`src/rtl/decoder_stream.sv`:
```
// Streaming 4-to-16 one-hot decoder: input FIFO feeding a registered valid/ready output stage.
// Optional transfer counter on xfer_count when DECODER_STATS_EN is defined.
module decoder_stream #(
  parameter int FIFO_DEPTH = 2,
  parameter int CNT_W      = 16
) (
  input  logic                          clk,
  input  logic                          reset_n,
  input  logic                          enable,
  input  logic                          in_valid,
  output logic                          in_ready,
  input  logic [3:0]                    in_code,
  output logic                          out_valid,
  input  logic                          out_ready,
  output logic [15:0]                   decode_out,
  output logic [$clog2(FIFO_DEPTH):0]   fifo_level
`ifdef DECODER_STATS_EN
  ,
  output logic [CNT_W-1:0]              xfer_count
`endif
);

  localparam int PTR_W = $clog2(FIFO_DEPTH);
  localparam int LVL_W = PTR_W + 1;
  localparam logic [LVL_W-1:0] LVL_ZERO = {LVL_W{1'b0}};
  localparam logic [LVL_W-1:0] LVL_ONE  = {{(LVL_W-1){1'b0}}, 1'b1};
  localparam logic [LVL_W-1:0] LVL_FULL = LVL_W'(FIFO_DEPTH);
  localparam logic [PTR_W-1:0] PTR_ONE  = {{(PTR_W-1){1'b0}}, 1'b1};

  typedef enum logic {
    ST_EMPTY = 1'b0,
    ST_FULL  = 1'b1
  } out_state_t;

  function automatic logic [15:0] onehot16(input logic [3:0] code);
    onehot16 = 16'h0001 << code;
  endfunction

  logic [3:0]       mem_r [FIFO_DEPTH];
  logic [PTR_W-1:0] wr_ptr_r;
  logic [PTR_W-1:0] rd_ptr_r;
  logic [LVL_W-1:0] level_r;
  logic [LVL_W-1:0] level_nxt_s;
  logic             in_ready_r;
  logic [15:0]      dout_r;
  out_state_t       state_r;
  out_state_t       state_nxt_s;
  logic             load_s;
  logic             clear_s;
  logic             push_s;
  logic             pop_s;

  assign push_s     = in_valid && in_ready_r;
  assign pop_s      = load_s;
  assign in_ready   = in_ready_r;
  assign out_valid  = (state_r == ST_FULL);
  assign decode_out = dout_r;
  assign fifo_level = level_r;

  // Output stage next-state: load a new head whenever the stage is free or being drained.
  always_comb begin
    state_nxt_s = state_r;
    load_s      = 1'b0;
    clear_s     = 1'b0;
    case (state_r)
      ST_EMPTY: begin
        if (level_r != LVL_ZERO) begin
          state_nxt_s = ST_FULL;
          load_s      = 1'b1;
        end else begin
          state_nxt_s = ST_EMPTY;
        end
      end
      ST_FULL: begin
        if (out_ready) begin
          if (level_r != LVL_ZERO) begin
            load_s = 1'b1;
          end else begin
            state_nxt_s = ST_EMPTY;
            clear_s     = 1'b1;
          end
        end else begin
          state_nxt_s = ST_FULL;
        end
      end
      default: begin
        state_nxt_s = ST_EMPTY;
        clear_s     = 1'b1;
      end
    endcase
  end

  // FIFO occupancy after this edge's push/pop.
  always_comb begin
    level_nxt_s = level_r;
    case ({push_s, pop_s})
      2'b10:   level_nxt_s = level_r + LVL_ONE;
      2'b01:   level_nxt_s = level_r - LVL_ONE;
      default: level_nxt_s = level_r;
    endcase
  end

  // FIFO storage, pointers, level and the registered ready flag.
  always_ff @(posedge clk or negedge reset_n) begin
    if (!reset_n) begin
      for (int i = 0; i < FIFO_DEPTH; i++) begin
        mem_r[i] <= 4'h0;
      end
      wr_ptr_r   <= {PTR_W{1'b0}};
      rd_ptr_r   <= {PTR_W{1'b0}};
      level_r    <= LVL_ZERO;
      in_ready_r <= 1'b0;
    end else begin
      if (push_s) begin
        mem_r[wr_ptr_r] <= in_code;
        wr_ptr_r        <= wr_ptr_r + PTR_ONE;
      end
      if (pop_s) begin
        rd_ptr_r <= rd_ptr_r + PTR_ONE;
      end
      level_r    <= level_nxt_s;
      // Ready looks only at the registered level, so a full FIFO never accepts on a same-cycle pop.
      in_ready_r <= (level_nxt_s != LVL_FULL);
    end
  end

  // Output register: enable is sampled only when a word is loaded.
  always_ff @(posedge clk or negedge reset_n) begin
    if (!reset_n) begin
      state_r <= ST_EMPTY;
      dout_r  <= 16'h0000;
    end else begin
      state_r <= state_nxt_s;
      if (load_s) begin
        dout_r <= enable ? onehot16(mem_r[rd_ptr_r]) : 16'h0000;
      end else if (clear_s) begin
        dout_r <= 16'h0000;
      end else begin
        dout_r <= dout_r;
      end
    end
  end

`ifdef DECODER_STATS_EN
  logic [CNT_W-1:0] xfer_cnt_r;
  assign xfer_count = xfer_cnt_r;

  // Completed output handshakes, wrapping naturally at all-ones.
  always_ff @(posedge clk or negedge reset_n) begin
    if (!reset_n) begin
      xfer_cnt_r <= {CNT_W{1'b0}};
    end else if (out_valid && out_ready) begin
      xfer_cnt_r <= xfer_cnt_r + {{(CNT_W-1){1'b0}}, 1'b1};
    end else begin
      xfer_cnt_r <= xfer_cnt_r;
    end
  end
`endif

endmodule
```
`config.mk`:
```
export PLATFORM = sky130hd
export DESIGN_NAME = decoder_stream
export DESIGN_NICKNAME = d
export VERILOG_FILES = /design/src/rtl/decoder_stream.sv
export SDC_FILE = /design/constraint.sdc
export NUM_CORES = 1
export LEC_CHECK = 0
export BUFFER_PORTS_ARGS = -buffer_cell sky130_fd_sc_hd__buf_2
export CELL_PAD_IN_SITES_DETAIL_PLACEMENT = 0
export CELL_PAD_IN_SITES_GLOBAL_PLACEMENT = 1
export CORE_AREA = 2 2 70 72
export CTS_CLUSTER_DIAMETER = 50
export DETAILED_ROUTE_END_ITERATION = 12
export DIE_AREA = 0 0 72 74
export GPL_ROUTABILITY_DRIVEN = 0
export PLACE_DENSITY = 0.58
export SYNTH_ARGS = -nofsm -noshare
export SYNTH_HDL_FRONTEND = slang
export SYNTH_SLANG_ARGS = --single-unit
```
`constraint.sdc`:
```
create_clock -name clk -period 2.9 [get_ports clk]
set_input_delay 0.145 -clock clk [delete_from_list [all_inputs] [get_ports clk]]
set_output_delay 0.145 -clock clk [all_outputs]
set_load 0.01 [all_outputs]
```
After elaboration in Yosys (flattened, before gate mapping) --
Cells that the tools add are included.
Word-level totals: logic and storage cells 44, flip-flop bits (word level) 30, input bits 9
Cells by class: shifts and indexed selects 1, add/subtract/negate cells 4, equal/unequal tests 3, bitwise operators 3, reduce and logical (&&, ||, !) cells 4, muxes and demuxes 18, order comparisons 3
Operator list (number):
- 2-to-1 mux 16 bit | 3
- 2-to-1 mux 4 bit | 4
- << shifter 1 x 4 -> 16 bit (first input constant) | 1
- bitwise mux 8 bit | 1
- 2-to-1 mux 1 bit | 6
- demux 4 bit (select 1 bit) | 1
- >= comparator 2 bit (second input constant) | 2
- inverter 1 -> 2 bit | 2
- one-hot mux 1 bit (2 select lines) | 2
- one-hot mux 2 bit (2 select lines) | 1
- nonzero test 2 bit | 2
- adder 1 bit (second input constant) | 2
- adder 2 x 1 -> 2 bit (second input constant) | 1
- == test 2 x 1 -> 1 bit (second input constant) | 1
- == test 2 bit (second input constant) | 1
- logical AND 1 bit | 2
- less-than comparator 2 x 1 -> 1 bit (second input constant) | 1
- inequality test 2 bit (second input constant) | 1
- subtractor 2 x 1 -> 2 bit (second input constant) | 1
- inverter 1 bit | 1

Depth between registers and ports, before layout --
Gate-level depths: netlist (run 1).
depth in word-level cells 7, depth in mapped cells 6, depth with buffers taken out 6

Least setup slack after synthesis (run 1) --
Ideal clock, no wire load.
kind register to register, start point reg level_r[1] (netlist: fifo_level[1]), end point reg level_r[1] (netlist: fifo_level[1]), cell stages (with the launch flop) 6, clock period less this slack 1.575 ns, data arrival time 1.451 ns, setup slack 1.325 ns, setup time 0.124 ns, cell sequence dfrtp_1 -> nor2_2 -> nor2_1 -> ha_1 -> o21a_1 -> or2_1
Between the ends: word-level cells in the longest chain between the ends 6, elaborated cells between the ends (all ways) 9, classes of those cells add/sub (2); eq/ne (2); mux (4); reduce/logical (1)
RTL lines:
- from (decl) | line 42 | logic [LVL_W-1:0] level_r;
- from (signal assigned) | line 121 | level_r <= level_nxt_s;
- nonzero test 2 bit (*) | line 67, 76
- 2-to-1 mux 1 bit (*) | line 67, 76
- 2-to-1 mux 1 bit | line 75 | if (out_ready) begin
- one-hot mux 1 bit (2 select lines) (*) | line 65 | case (state_r)
- via load_s | line 48 | logic load_s;
- == test 2 x 1 -> 1 bit / == test 2 bit (equally long branches) | line 96 | case ({push_s, pop_s})
- one-hot mux 2 bit (2 select lines) (*) | line 96
- via level_nxt_s[1] | line 43 | logic [LVL_W-1:0] level_nxt_s;
Mark *: on every way through the listed nets, which the timed path passes. The rest lies on a longest branch. A chain may end at the register's enable or synchronous reset.

Worst setup path after layout (run 1) --
start point reg rd_ptr_r, end point reg dout_r[6] (netlist: decode_out[6])
Between the ends: word-level cells in the longest chain between the ends 7
RTL lines:
- from (decl) | line 41 | logic [PTR_W-1:0] rd_ptr_r;
- from (signal assigned) | line 110 | rd_ptr_r <= {PTR_W{1'b0}};
- from (signal assigned) | line 119 | rd_ptr_r <= rd_ptr_r + PTR_ONE;
- inverter 1 -> 2 bit (implied by the code) | line 135 | dout_r <= enable ? onehot16(mem_r[rd_ptr_r]) : 16'h0000;
- 2-to-1 mux 4 bit (implied by the code) (3 in a row) | line 135
- << shifter 1 x 4 -> 16 bit | line 36 | onehot16 = 16'h0001 << code;
- 2-to-1 mux 16 bit | line 135
- 2-to-1 mux 16 bit | line 134 | if (load_s) begin
- to (signal assigned) | line 135
- to (signal assigned) | line 139 | dout_r <= dout_r;
- to (decl) | line 45 | logic [15:0] dout_r;
No other way between the ends. The select of a mux whose other input is x is not followed.

==> results.cfg, run 1 <==
[floorplanning]
start_util_pct = 28.8
die_h_um = 74
num_rows = 25
ios = 29
dieWidth_um = 72
fp.coreArea_mm2 = 0.00460
die_area_mm2 = 0.00533

[yosys]
synth_xor_area_share_pct = 2.64
yosysWarnings = 0
netlist_instances = 95
synth-simple-area-share_pct = 9.16
synth_top_family_by_area = compound AO/OA/AOI/OAI gates
avgSynthCellArea_um2 = 13.9
muxShareOfSynthArea_pct = 9.16
synth-seq-cells = 30
syn_area_mm2 = 0.00133
seq_area_frac_synth_pct = 56.7
synth_compound_area_share_pct = 17.7
synth_area_leaders = dfrtp_1, a32o_1, mux2_2
synth_cell_types = 27
yosysTopAreaCellShare_pct = 56.7
synth_fp_nets = 105
synth_fa_ha_area_share_pct = 0.944
synth.largest_area_cell = dfrtp_1

[worst_hold_path]
min_to = mem_r[4]
min_path_cells = 2
hp-class = input port to register
min_from = in_code[0]

[grt]
grt_max_degree = 31
grt-ovfl-total = 0
antenna_found_initial = 0
grt_util_all_layers_pct = 11.7
grt_pass1_vias = 936
grt_first_pass_wirelength_um = 4640

[timing]
hold_viol_final = 0
tightestPinTransition_ns = 0.658
tns_ns = 0
slew_headroom_pct = 56.1
fmax_mhz = 586
setup_violations = 0
finalCriticalPeriod_ns = 1.71
maxSlewViolCount = 0
clock-skew-final_ns = 0.00644
worst_slack_ns = 1.19
fin_crit_sh_pct = 58.9
rsz0062_at_grt = false

[layout]
final_cell_mix = dfrtp_1, buf_2, a32o_1, mux2_2, clkbuf_8
layout-drive-gt1-share_pct = 35.9
syn_to_final_growth_pct = 20.4
mostFrequentLayoutCell = dfrtp_1
design_area_mm2 = 0.00160
insertedDiodeCount = 0
post-route-util_pct = 34.7
finalNetCount = 137

[clock_network]
cts-resized-gates = 0
cts.sinks = 30
tritoncts = built
cts-htree-levels = 2
clk_pin_slew_ns = 0.06
root_buffer = clkbuf_8
clk-insertion-delay-late_ns = 0.28
cts_buffers = 5
clk_path_buf_depth = 2

[critical_path]
rrSetupSlack_ns = 1.19
critPathCaptureType = register
worstPathMaxFanout = 14
cp-start-kind = register
worstSetupPathType = register to register
r2r_end = decode_out[6]
r2r_start = rd_ptr_r
worstPathRequired_ns = 3.12
crit_arrival_ns = 1.92
cp-startpoint = rd_ptr_r
reg2regPathDepth = 3

[placed_design]
post_dp_cell_area_mm2 = 0.00149
io_buffers = 28
dpl_worst_slack_ns = 1.19
dp_hpwl_um = 1990

[route]
drtIter0Drc = 55
wl_met3_um = 201
drt_pass1_iterations = 5
wl_per_cell_um = 14.6
met1_length_um = 1250
ant_nets = 0
drt_wl_total_um = 2660
post-route-drc-count = 0
vias_per_cell = 5.05
top_layer_used = met4
route.met2.wl_um = 1200
vias = 920

[run]
drv_cap = 0

[power_and_ir_drop]
p_leak_nw = 0.751
ir_worst_vdd_mv = 0.469
cellPowerDensity_mw_per_mm2 = 1050

[status]
status = finished, final reports clean
[cell type report]
class / instances / area (um2)
clock inverter: 1 / 5.00
fill: 460 / 3000
tap: 54 / 67.6
sequential: 30 / 751
inverter: 3 / 11.3
multi-input combinational: 58 / 524
timing repair buffer: 29 / 150
clock buffer: 7 / 86.3
[metrics by stage]
stage	std cells	hold slack (ns)	power (mW)
after floorplan	95	-0.151	1.19
after global placement	173	0.215	1.34
after detailed placement	173	0.224	1.36
after CTS	182	0.105	1.71
after global routing	182	0.117	1.82
final	182	0.110	1.68
[metal layers]
metal	global-route usage [%]	up-vias
met4	3.77	0
li1	-	432
met3	5.28	2
met1	15.4	456
met2	17.5	30
met5	0	-
[power by group]
group | leakage (nW) | internal [mW] | switching, mW
sequential | 0.383 | 0.556 | 0.148
combinational | 0.320 | 0.291 | 0.349
clock | 0.0482 | 0.191 | 0.147
total | 0.751 | 1.04 | 0.644
[cells by family after synthesis]
group | count (synthesis)
AO/OA/AOI/OAI | 24
XOR/XNOR | 4
adder cells (fa/ha/maj) | 1
buffers and inverters | 7
flip-flops | 30
multiplexers | 11
AND/OR/NAND/NOR | 18
[state kept, by name (all words and copies together) (netlist names)]
name and cells:
decode_out 16, fifo_level 2, in_ready 1, mem_r 8, out_valid 1, rd_ptr_r 1
wr_ptr_r 1
[cell usage after synthesis, drive strengths merged]
library cell  instances
a32o                 16
and2b                 1
and4bb                1
buf                   4
dfrtp                30
ha                    1
inv                   3
mux2                  9
mux2i                 2
nand2                 4
nand2b                1
nand3                 2
nor2                  3
nor3                  2
nor4b                 1
o21a                  2
o21ai                 2
o21bai                1
o32ai                 3
or2                   2
or2b                  1
xnor2                 3
xor2                  1
[worst max-delay path, stage by stage (launching register included)]
cell,delay (ns)
dfrtp_1,0.63
mux2i_1,0.38
and4bb_1,0.42
a32o_1,0.21
[repair_timing]
item,in CTS,in global routing
buffers inserted,0,0
hold buffers,1,0
hold endpoints to repair,30,0
[how the worst max path moves through the flow]
stage	end	slack, ns	cells past startpoint
global route	decode_out[7]	1.08	3
finish	decode_out[6]	1.19	3
global placement	decode_out[3]	1.27	3
floorplan	fifo_level[1]	1.33	5
detailed placement	decode_out[6]	1.19	3
CTS	decode_out[6]	1.17	3
No activity file was read; power rests on OpenSTA's default activity.
==> run 2: changes to the inputs <==
ABC_AREA = 1   (was not set)
CORE_AREA = 2 2 72 74   (was 2 2 70 72)
DIE_AREA = 0 0 74 76   (was 0 0 72 74)
PLACE_DENSITY = 0.61   (was 0.58)
clock period = 1.8 ns   (was 2.9 ns; I/O delays follow)
==> results.cfg, run 2 <==
[layout]
design_area_mm2 = 0.00170
ff_latch_area_um2 = 751
syn_to_final_growth_pct = 21.6
multiInputGateArea_um2 = 556
post-route-util_pct = 34.6
layout-drive-gt1-share_pct = 22.0
insertedDiodeCount = 0
mostFrequentLayoutCell = nand2_1
finalNetCount = 214
final_cell_mix = nand2_1, dfrtp_1, buf_2, inv_1, nor2_1
final_cells = 275
largest_register_ffs = 16
fill_cells = 532

[timing]
clock-skew-final_ns = 0.00832
hold_ws_ns = 0.0567
setup_violations = 0
finalCriticalPeriod_ns = 1.48
worst_slack_ns = 0.317
fin_crit_sh_pct = 82.4
fmax_mhz = 674
tightestPinTransition_ns = 0.672
hold_viol_final = 0
maxSlewViolCount = 0
slew_headroom_pct = 55.2
tns_ns = 0
rsz0062_at_grt = false

[critical_path]
r2r_start = fifo_level[0]
critPathCaptureType = register
cp-start-kind = register
worstSetupPathType = register to register
worstPathRequired_ns = 1.96
r2r_end = in_ready
worstPathMaxFanout = 5
crit_arrival_ns = 1.65
cp-startpoint = fifo_level[0]
rrSetupSlack_ns = 0.32
crit_path_end = in_ready
reg2regPathDepth = 7

[route]
wl_per_cell_um = 10.2
drt_pass1_iterations = 4
ant_nets = 0
vias_per_cell = 3.95
drt_wl_total_um = 2790
vias = 1085
post-route-drc-count = 0
drtIter0Drc = 55

[yosys]
synth_common_cells = nand2_1, dfrtp_1, inv_1
synth_compound_area_share_pct = 6.36
avgSynthCellArea_um2 = 8.17
synth_cell_types = 22
post-synth-top-count-cell = nand2_1
synthArstFlopShare_pct = 100
synth-seq-cells = 30
synth-edff-count = 0
synth.largest_area_cell = dfrtp_1
ys.flop_type = dfrtp_1
synth_fa_ha_area_share_pct = 0.896
muxShareOfSynthArea_pct = 0
synth_area_leaders = dfrtp_1, nand2_1, inv_1
syn_area_mm2 = 0.00140
yosysTopAreaCellShare_pct = 53.8
synth_fp_nets = 181
synth_xor_area_share_pct = 0.627
seq_area_frac_synth_pct = 53.8
netlist_instances = 171
synth_top_family_by_area = simple AND/OR/NAND/NOR gates
yosysWarnings = 0
synth-simple-area-share_pct = 31.9

[grt]
grt_util_all_layers_pct = 11.1
grt_max_degree = 31
grt-ovfl-total = 0
antenna_found_initial = 0
grt_first_pass_wirelength_um = 4820
grt_pass1_vias = 1032

[power_and_ir_drop]
cellPowerDensity_mw_per_mm2 = 1590
seqPwrFrac_pct = 39.6
p_comb_share_pct = 39.7
clockPowerShare_pct = 20.7
power.switching_mw = 1.14
ir_worst_vdd_mv = 0.504
switching_share_pct = 42.1
power.total_mw = 2.70
p_leak_nw = 0.963
p_int_mw = 1.57

[floorplanning]
dieWidth_um = 74
die_h_um = 76
num_rows = 26
start_util_pct = 28.4
die_area_mm2 = 0.00562
ios = 29
fp.coreArea_mm2 = 0.00491

[clock_network]
cts.sinks = 30
root_buffer = clkbuf_8
cts_buffers = 5
clk-insertion-delay-late_ns = 0.28
tritoncts = built
clk_pin_slew_ns = 0.07
cts-htree-levels = 2
post_cts_buffers = 0
clk_path_buf_depth = 2

[placed_design]
io_buffers = 28
dp.cells = 266
dp_hpwl_um = 2020
dpl_worst_slack_ns = 0.303
post_dp_cell_area_mm2 = 0.00160

[status]
status = finished, final reports clean

[worst_hold_path]
hp-class = input port to register

[run]
drv_cap = 0
-- run 2: cell types whose count changed in the layout (fill, tap and decap cells not counted), moves of 3 or more --
cell     change
mux2_2       -6
mux2_1       -3
a32o_1      -16
nor2_1       +7
xnor2_1      -3
nand2_1     +83
o21ai_1      +6
inv_1       +11
-- run 2: critical path, cell delays in order (launching register included) --
cell and delay (ns):
dfrtp_1 0.42, nor2_1 0.08, a21oi_1 0.22, ha_1 0.29, inv_1 0.09, nand4_1 0.10, nand2_1 0.10, nand3_1 0.07
-- run 2: worst min path at each step --
stage	startpoint	to	slack, ns	depth (start not counted)
final	in_code[1]	mem_r[5]	0.06	3
after CTS	in_code[0]	mem_r[4]	0.05	3
after global routing	in_code[2]	mem_r[6]	0.07	3
after global placement	reset_n	decode_out[11]	0.17	1
after floorplan	reset_n	decode_out[0]	-0.21	0
after detailed placement	reset_n	decode_out[14]	0.17	1
-- run 2: power by group through the flow --
| stage | Sequential [mW] | Clock, mW | Combinational, mW |
|---|---|---|---|
| 2_1_floorplan | 1.08 | 0 | 0.830 |
| 3_3_place_gp | 1.08 | 0 | 1.09 |
| 3_5_place_dp | 1.09 | 0 | 1.10 |
| 4_1_cts | 1.07 | 0.576 | 1.10 |
| 5_1_grt | 1.11 | 0.604 | 1.26 |
| 6_report | 1.07 | 0.558 | 1.07 |
-- run 2: per-layer routing --
metal  track usage [%]  vias up  wire length [um]
li1                  -      590                 -
met1              15.0      461              1410
met2              16.3       27              1190
met3              4.50        7               159
met4              3.27        0                38
met5                 0        -                 0
-- run 2: layout make-up --
class                   count  area share [%]
well taps                  70            5.16
flip-flops and latches     30            44.2
multi-input cells         122            32.7
clock inverters             1           0.295
clock buffers               7            5.08
inverters                  16            3.68
repair buffers             29            8.84
-- run 2: repair_timing --
item	4_1_cts	5_1_grt
hold endpoints to repair	30	0
resized for setup	0	0
hold buffers	1	0
-- run 2: cells by family after synthesis --
group | count (synthesis)
simple gates | 106
flops | 30
buf+inv | 19
compound gates | 14
xor+xnor | 1
fa+ha+maj | 1
